**config.mk**
```make
export PLATFORM = sky130hd
export DESIGN_NAME = fpu_addsub_seq
export DESIGN_NICKNAME = d
export VERILOG_FILES = /design/src/rtl/fpu_addsub_seq.sv
export SDC_FILE = /design/constraint.sdc
export NUM_CORES = 1
export LEC_CHECK = 0
export CAP_MARGIN = 0
export CORE_MARGIN = 8
export CORE_UTILIZATION = 54
export CTS_BUF_LIST = sky130_fd_sc_hd__clkbuf_4 sky130_fd_sc_hd__clkbuf_8 sky130_fd_sc_hd__clkbuf_16
export DETAILED_ROUTE_END_ITERATION = 6
export GPL_ROUTABILITY_DRIVEN = 0
export HOLD_SLACK_MARGIN = 0.08
export PLACE_DENSITY = 0.82
export RECOVER_POWER = 25
export SETUP_SLACK_MARGIN = 0.3
export SYNTH_ARGS = -nofsm -noshare
export SYNTH_HDL_FRONTEND = slang
export SYNTH_SLANG_ARGS = --single-unit
```
**constraint.sdc**
```tcl
create_clock -name clk -period 5.21 [get_ports clk]
set_input_delay 0.521 -clock clk [delete_from_list [all_inputs] [get_ports clk]]
set_output_delay 0.521 -clock clk [all_outputs]
set_load 0.05 [all_outputs]
```
**src/rtl/fpu_addsub_seq.sv**
```systemverilog
// Sequential single-precision add/subtract.
// Multi-cycle datapath: unpack, serial align, add, serial normalise.
// Rounding is truncation and denormal inputs are flushed to zero.
//
// state  | meaning
// IDLE   | ready, waiting for start
// UNPACK | decode operands, resolve specials, order big/small
// ALIGN  | shift small mantissa right one bit per cycle
// ADD    | add or subtract aligned mantissas
// NORM   | one normalisation step per cycle
// DONE   | publish result and flags, pulse done
module fpu_addsub_seq (
    input  logic        clk,
    input  logic        rst,
    input  logic        start,
    input  logic [31:0] a,
    input  logic [31:0] b,
    input  logic        op,
    output logic        ready,
    output logic        done,
    output logic [31:0] result,
    output logic        nan,
    output logic        zero,
    output logic        ovf
);

    typedef enum logic [2:0] {
        IDLE, UNPACK, ALIGN, ADD, NORM, DONE
    } state_t;

    localparam logic [31:0] QNAN = 32'h7FC0_0000;

    state_t      state_q, state_d;
    logic [31:0] a_q, a_d, b_q, b_d;
    logic        op_q, op_d;
    logic        sign_q, sign_d;
    logic        eff_sub_q, eff_sub_d;
    logic [7:0]  exp_q, exp_d;
    logic [24:0] mant_q, mant_d;
    logic [23:0] msml_q, msml_d;
    logic [4:0]  d_q, d_d;
    logic [31:0] pend_res_q, pend_res_d;
    logic        pend_nan_q, pend_nan_d;
    logic        pend_zero_q, pend_zero_d;
    logic        pend_ovf_q, pend_ovf_d;
    logic        done_q, done_d;
    logic [31:0] result_q, result_d;
    logic        nan_q, nan_d, zero_q, zero_d, ovf_q, ovf_d;

    // Operand decode of the registered inputs, used only in UNPACK.
    logic [7:0]  ea, eb, ebig, esml, ediff;
    logic [22:0] fa, fb;
    logic        sa, sb, za, zb, nan_a, nan_b, inf_a, inf_b, a_big;

    assign ea    = a_q[30:23];
    assign eb    = b_q[30:23];
    assign za    = (ea == 8'd0);
    assign zb    = (eb == 8'd0);
    assign fa    = za ? 23'd0 : a_q[22:0];
    assign fb    = zb ? 23'd0 : b_q[22:0];
    assign sa    = a_q[31];
    assign sb    = b_q[31] ^ op_q;
    assign nan_a = (ea == 8'hFF) && (a_q[22:0] != 23'd0);
    assign nan_b = (eb == 8'hFF) && (b_q[22:0] != 23'd0);
    assign inf_a = (ea == 8'hFF) && (a_q[22:0] == 23'd0);
    assign inf_b = (eb == 8'hFF) && (b_q[22:0] == 23'd0);
    assign a_big = ({ea, fa} >= {eb, fb});
    assign ebig  = a_big ? ea : eb;
    assign esml  = a_big ? eb : ea;
    assign ediff = ebig - esml;

    // Next-state and datapath updates for every state.
    always_comb begin
        state_d     = state_q;
        a_d         = a_q;
        b_d         = b_q;
        op_d        = op_q;
        sign_d      = sign_q;
        eff_sub_d   = eff_sub_q;
        exp_d       = exp_q;
        mant_d      = mant_q;
        msml_d      = msml_q;
        d_d         = d_q;
        pend_res_d  = pend_res_q;
        pend_nan_d  = pend_nan_q;
        pend_zero_d = pend_zero_q;
        pend_ovf_d  = pend_ovf_q;
        done_d      = 1'b0;
        result_d    = result_q;
        nan_d       = nan_q;
        zero_d      = zero_q;
        ovf_d       = ovf_q;

        case (state_q)
            IDLE: begin
                if (start) begin
                    a_d     = a;
                    b_d     = b;
                    op_d    = op;
                    state_d = UNPACK;
                end
            end
            UNPACK: begin
                pend_nan_d  = 1'b0;
                pend_zero_d = 1'b0;
                pend_ovf_d  = 1'b0;
                state_d     = DONE;
                if (nan_a || nan_b || (inf_a && inf_b && (sa != sb))) begin
                    pend_res_d = QNAN;
                    pend_nan_d = 1'b1;
                end else if (inf_a) begin
                    pend_res_d = {sa, 8'hFF, 23'd0};
                end else if (inf_b) begin
                    pend_res_d = {sb, 8'hFF, 23'd0};
                end else if (za && zb) begin
                    pend_res_d  = {sa & sb, 31'd0};
                    pend_zero_d = 1'b1;
                end else begin
                    sign_d    = a_big ? sa : sb;
                    eff_sub_d = sa ^ sb;
                    exp_d     = ebig;
                    mant_d    = a_big ? {1'b0, ~za, fa} : {1'b0, ~zb, fb};
                    msml_d    = a_big ? {~zb, fb} : {~za, fa};
                    d_d       = (ediff > 8'd25) ? 5'd25 : ediff[4:0];
                    state_d   = (ediff == 8'd0) ? ADD : ALIGN;
                end
            end
            ALIGN: begin
                msml_d = msml_q >> 1;
                d_d    = d_q - 5'd1;
                if (d_q == 5'd1) state_d = ADD;
            end
            ADD: begin
                if (eff_sub_q) begin
                    mant_d = mant_q - {1'b0, msml_q};
                    if (mant_q == {1'b0, msml_q}) sign_d = 1'b0;
                end else begin
                    mant_d = mant_q + {1'b0, msml_q};
                end
                state_d = NORM;
            end
            NORM: begin
                state_d = DONE;
                if (mant_q[24]) begin
                    if (exp_q == 8'd254) begin
                        pend_res_d = {sign_q, 8'hFF, 23'd0};
                        pend_ovf_d = 1'b1;
                    end else begin
                        pend_res_d = {sign_q, exp_q + 8'd1, mant_q[23:1]};
                    end
                end else if (mant_q == 25'd0) begin
                    pend_res_d  = {sign_q, 31'd0};
                    pend_zero_d = 1'b1;
                end else if (!mant_q[23]) begin
                    if (exp_q == 8'd1) begin
                        pend_res_d  = {sign_q, 31'd0};
                        pend_zero_d = 1'b1;
                    end else begin
                        mant_d  = mant_q << 1;
                        exp_d   = exp_q - 8'd1;
                        state_d = NORM;
                    end
                end else begin
                    pend_res_d = {sign_q, exp_q, mant_q[22:0]};
                end
            end
            DONE: begin
                result_d = pend_res_q;
                nan_d    = pend_nan_q;
                zero_d   = pend_zero_q;
                ovf_d    = pend_ovf_q;
                done_d   = 1'b1;
                state_d  = IDLE;
            end
            default: state_d = IDLE;
        endcase
    end

    // State and datapath registers with synchronous reset.
    always_ff @(posedge clk) begin
        if (rst) begin
            state_q     <= IDLE;
            a_q         <= '0;
            b_q         <= '0;
            op_q        <= 1'b0;
            sign_q      <= 1'b0;
            eff_sub_q   <= 1'b0;
            exp_q       <= '0;
            mant_q      <= '0;
            msml_q      <= '0;
            d_q         <= '0;
            pend_res_q  <= '0;
            pend_nan_q  <= 1'b0;
            pend_zero_q <= 1'b0;
            pend_ovf_q  <= 1'b0;
            done_q      <= 1'b0;
            result_q    <= '0;
            nan_q       <= 1'b0;
            zero_q      <= 1'b0;
            ovf_q       <= 1'b0;
        end else begin
            state_q     <= state_d;
            a_q         <= a_d;
            b_q         <= b_d;
            op_q        <= op_d;
            sign_q      <= sign_d;
            eff_sub_q   <= eff_sub_d;
            exp_q       <= exp_d;
            mant_q      <= mant_d;
            msml_q      <= msml_d;
            d_q         <= d_d;
            pend_res_q  <= pend_res_d;
            pend_nan_q  <= pend_nan_d;
            pend_zero_q <= pend_zero_d;
            pend_ovf_q  <= pend_ovf_d;
            done_q      <= done_d;
            result_q    <= result_d;
            nan_q       <= nan_d;
            zero_q      <= zero_d;
            ovf_q       <= ovf_d;
        end
    end

    assign ready  = (state_q == IDLE);
    assign done   = done_q;
    assign result = result_q;
    assign nan    = nan_q;
    assign zero   = zero_q;
    assign ovf    = ovf_q;

endmodule

```
==> parameters.txt <==
Parameter                              Value

Placement
  Half-perimeter wire length after detailed placement    between 20000 and 30000 um
  Worst slack, placed    0.245 ns
  Post-Place Cell Area    about 14000 sq um
  Number of buffers added on ports    approximately 100

Detailed routing
  Post-DR vias/cell    roughly 6.2
  Number of detailed-route iterations in the first pass    7
  DR WL/cell    17.8 um
  Via Count    13607
  Violation count after the first detailed-route iteration    1594
  DRT antenna net count    0
  DRC viols    0
  Total wire length    ~39000 um

Power and ir drop
  Power density over cell area    roughly 540 nW/um^2
  Comb power frac    0.517
  Total Power Consumption    about 8.3 mW
  Leakage    5.87 nW
  Switch Pwr    3.77 mW
  Proportion of power drawn by the clock network    0.214
  Part of the total power dissipated in sequential elements    0.269
  Internal portion of total power    about 4.5 mW
  Max rail drop VDD    0.523 mV
  Switching part of the total    0.454

Finish
  Multi-input logic area    about 8400 sq um
  Ratio of cells with drive above 1 in the final layout    0.0678
  Filler cells    about 2100
  Final instance area    15300 sq um
  Share of the core filled with cells    0.636
  Nets    ~2000
  N_diodes    0
  Layout overhead on the synthesized area    16.8%
  Flip-flop and latch area    a little over 4000 sq um

Synthesis
  Most area-consuming cells after synthesis    sky130_fd_sc_hd__dfxtp_1 (31%), sky130_fd_sc_hd__nand2_1 (9.4%), sky130_fd_sc_hd__a21oi_1 (9.1%)
  Average cell area after synthesis    about 7.2 sq um
  Commonest cells in the netlist    sky130_fd_sc_hd__nand2_1 (326), sky130_fd_sc_hd__a21oi_1 (239), sky130_fd_sc_hd__nor2_1 (204)
  Gate Count Post-Synth    between 1500 and 2000
  Share of the synthesized area in the top cell type    0.311
  Cell with the most instances after synthesis    sky130_fd_sc_hd__nand2_1
  Area of the mapped netlist    13100 sq um
  Top cell type by total area after synthesis    sky130_fd_sc_hd__dfxtp_1
  Ys flop type    sky130_fd_sc_hd__dfxtp_1
  Number of warnings reported in the yosys synthesis log    0
  Number of flops mapped to enable cells by yosys    0
  Number of distinct standard cells referenced by the synthesized netlist    roughly 80
  Flip-flop and latch count after synthesis    slightly above 200
  Synthesized netlist net count    1976
  Share of synthesized registers carrying an async set or reset    0
  Fraction of the yosys area taken by sequential cells    0.311

Timing
  Slew Viols, Final    between 200 and 250
  Min cycle time layout    between 4 and 5 ns
  Least-Margin Pin Slew    between 3 and 4 ns
  Final setup slack of the worst path    0.283 ns
  Top achievable clock speed    between 0.2 and 0.25 GHz
  Final period utilization    0.946
  Number of setup violations in the final report    0
  Worst Skew    0.0130 ns
  Final Hold Violating Endpoints    0
  Total Negative Setup Slacks    0 ns
  Worst slew slack as a fraction of its limit    -1.19
  Unrepaired setup endpoints after global routing    no

CTS
  CTS tree    done
  CTS buffer count    24
  Clock transition at the registers of the reported paths    0.06 ns
  Clock tree root driver cell    sky130_fd_sc_hd__clkbuf_16
  Clock H-tree levels    1
  Quantity of hold-fixing buffers added after cts    0
  Sink count of the clock tree    203
  Worst-Skew Late Latency    between 0.5 and 0.6 ns
  Clock Tree Buf Depth    3

Global route
  Global router's overall resource usage    0.254
  Wire length of the first global-routing pass    62000 um
  Number of antenna violations at the first check in global routing    0
  Largest net degree at the start of global routing    130
  Final global-route overflow total    0
  Via count of the first global-routing pass    roughly 12000

Outcome
  Outcome    finished with violations
  Failing checks    capacitance limit, slew limit

Worst setup path
  Critical-path maximum fanout    7
  Startpoint class of the critical path    flop
  Kind of critical path    flop to flop
  Number of cells traversed by the worst register-to-register path    24
  Worst Path Arrival    between 5 and 6 ns
  Required time reported for the critical path endpoint    roughly 5.6 ns
  Kind of capture point of the worst setup path    flop

Min path
  Path category of the worst min-delay check    flop to flop
  Number of cells on the worst hold path    2

Floorplan
  Area of the die    between 20000 and 30000 sq um
  Die width    172 um
  Number of placement rows    between 50 and 60
  Initial cell density of the core    0.544
  Die Y-Extent    172 um
  Total core area    around 24000 sq um
  IO Pins    approximately 110

Job
  Number of maximum-capacitance constraint violations    2
## logic make-up after synthesis
| group | count (synthesis) | synth area share |
|---|---|---|
| and+or+nand+nor | 741 | 0.251 |
| adders and majority gates | 89 | 0.0863 |
| buffers and inverters | 196 | 0.0577 |
| AOI/OAI and AO/OA | 554 | 0.269 |
| muxes | 11 | 0.00870 |
| DFF | 203 | 0.311 |
| xor gates and xnor gates | 25 | 0.0167 |
## final timing paths
kind	from	end	slack (ns)
worst max-delay path	a_q[26]	d_q[0]	0.28
worst max register to register	a_q[26]	d_q[0]	0.28
worst min-delay path	result[10]	result[10]	0.45
worst min register to register	result[10]	result[10]	0.45
## flip-flops by register name, summed over array words and instances (netlist names), 3 cells and up
signal and count:
a_q 32, d_q 5, mant_q 25, exp_q 8, state_q 3, pend_res_q 32
msml_q 24, b_q 32, result 32
## stage by stage
| stage | cells | hold WS, ns |
|---|---|---|
| floorplan | 1819 | 0.431 |
| global placement | 2138 | 0.442 |
| detailed placement | 2138 | 0.443 |
| CTS | 2181 | 0.452 |
| global route | 2197 | 0.466 |
| finish | 2197 | 0.448 |
## critical path, stage by stage, from the launching register on
cell,delay (ns)
sky130_fd_sc_hd__dfxtp_2,0.36
sky130_fd_sc_hd__nor4_4,0.37
sky130_fd_sc_hd__buf_4,0.19
sky130_fd_sc_hd__nand2_1,0.16
sky130_fd_sc_hd__and2_1,0.25
sky130_fd_sc_hd__ha_1,0.30
sky130_fd_sc_hd__nand4_1,0.22
sky130_fd_sc_hd__buf_4,0.21
sky130_fd_sc_hd__a21oi_2,0.12
sky130_fd_sc_hd__nor3_2,0.06
sky130_fd_sc_hd__buf_4,0.15
sky130_fd_sc_hd__o221a_4,0.28
sky130_fd_sc_hd__a211oi_2,0.30
sky130_fd_sc_hd__a21oi_1,0.09
sky130_fd_sc_hd__ha_2,0.20
sky130_fd_sc_hd__o21ai_1,0.17
sky130_fd_sc_hd__nand2_1,0.11
sky130_fd_sc_hd__a21oi_2,0.14
sky130_fd_sc_hd__o21ai_1,0.09
sky130_fd_sc_hd__o31ai_2,0.10
sky130_fd_sc_hd__o311ai_2,0.15
sky130_fd_sc_hd__xnor2_1,0.26
sky130_fd_sc_hd__o211a_4,0.24
sky130_fd_sc_hd__a31oi_1,0.10
sky130_fd_sc_hd__o221a_1,0.23
## power groups by stage
| stage | registers [mW] | clock network [mW] | logic (mW) |
|---|---|---|---|
| after CTS | 2.21 | 1.79 | 3.96 |
| final | 2.24 | 1.78 | 4.30 |
| after global routing | 2.27 | 1.85 | 4.70 |
| after floorplan | 2.06 | 0 | 3.15 |
| after detailed placement | 2.24 | 0 | 3.94 |
| after global placement | 2.23 | 0 | 3.84 |
## layout make-up
| class | count | area share |
|---|---|---|
| multi-input cells | 1421 | 0.551 |
| flip-flops and latches | 203 | 0.266 |
| clock buffers | 32 | 0.0449 |
| repair buffers | 134 | 0.0828 |
| clock inverters | 11 | 0.0103 |
| well taps | 324 | 0.0265 |
| inverters | 72 | 0.0177 |
## cell usage in the layout (no fill, tap or decap), types with 36 or more instances in the layout
| cell | n |
|---|---|
| sky130_fd_sc_hd__a211oi_1 | 53 |
| sky130_fd_sc_hd__a21oi_1 | 237 |
| sky130_fd_sc_hd__clkdlybuf4s50_1 | 67 |
| sky130_fd_sc_hd__dfxtp_1 | 198 |
| sky130_fd_sc_hd__dlygate4sd3_1 | 36 |
| sky130_fd_sc_hd__ha_1 | 84 |
| sky130_fd_sc_hd__inv_1 | 72 |
| sky130_fd_sc_hd__nand2_1 | 324 |
| sky130_fd_sc_hd__nor2_1 | 203 |
| sky130_fd_sc_hd__nor3_1 | 42 |
| sky130_fd_sc_hd__o21ai_0 | 88 |
## per-layer routing
| metal | GRT usage | vias up | wire length (um) |
|---|---|---|---|
| li1 | - | 6551 | - |
| met1 | 0.354 | 6250 | 16800 |
| met2 | 0.389 | 704 | 17100 |
| met3 | 0.0413 | 102 | 3840 |
| met4 | 0.0885 | 0 | 1290 |
| met5 | 0 | - | 0 |
## what timing repair did
action,CTS,global route
cloned,0,1
buffers inserted,0,15
gates resized for setup,1,29
pin swaps,0,20
setup endpoints to repair,2,7
No activity file was read; power rests on OpenSTA's default activity.
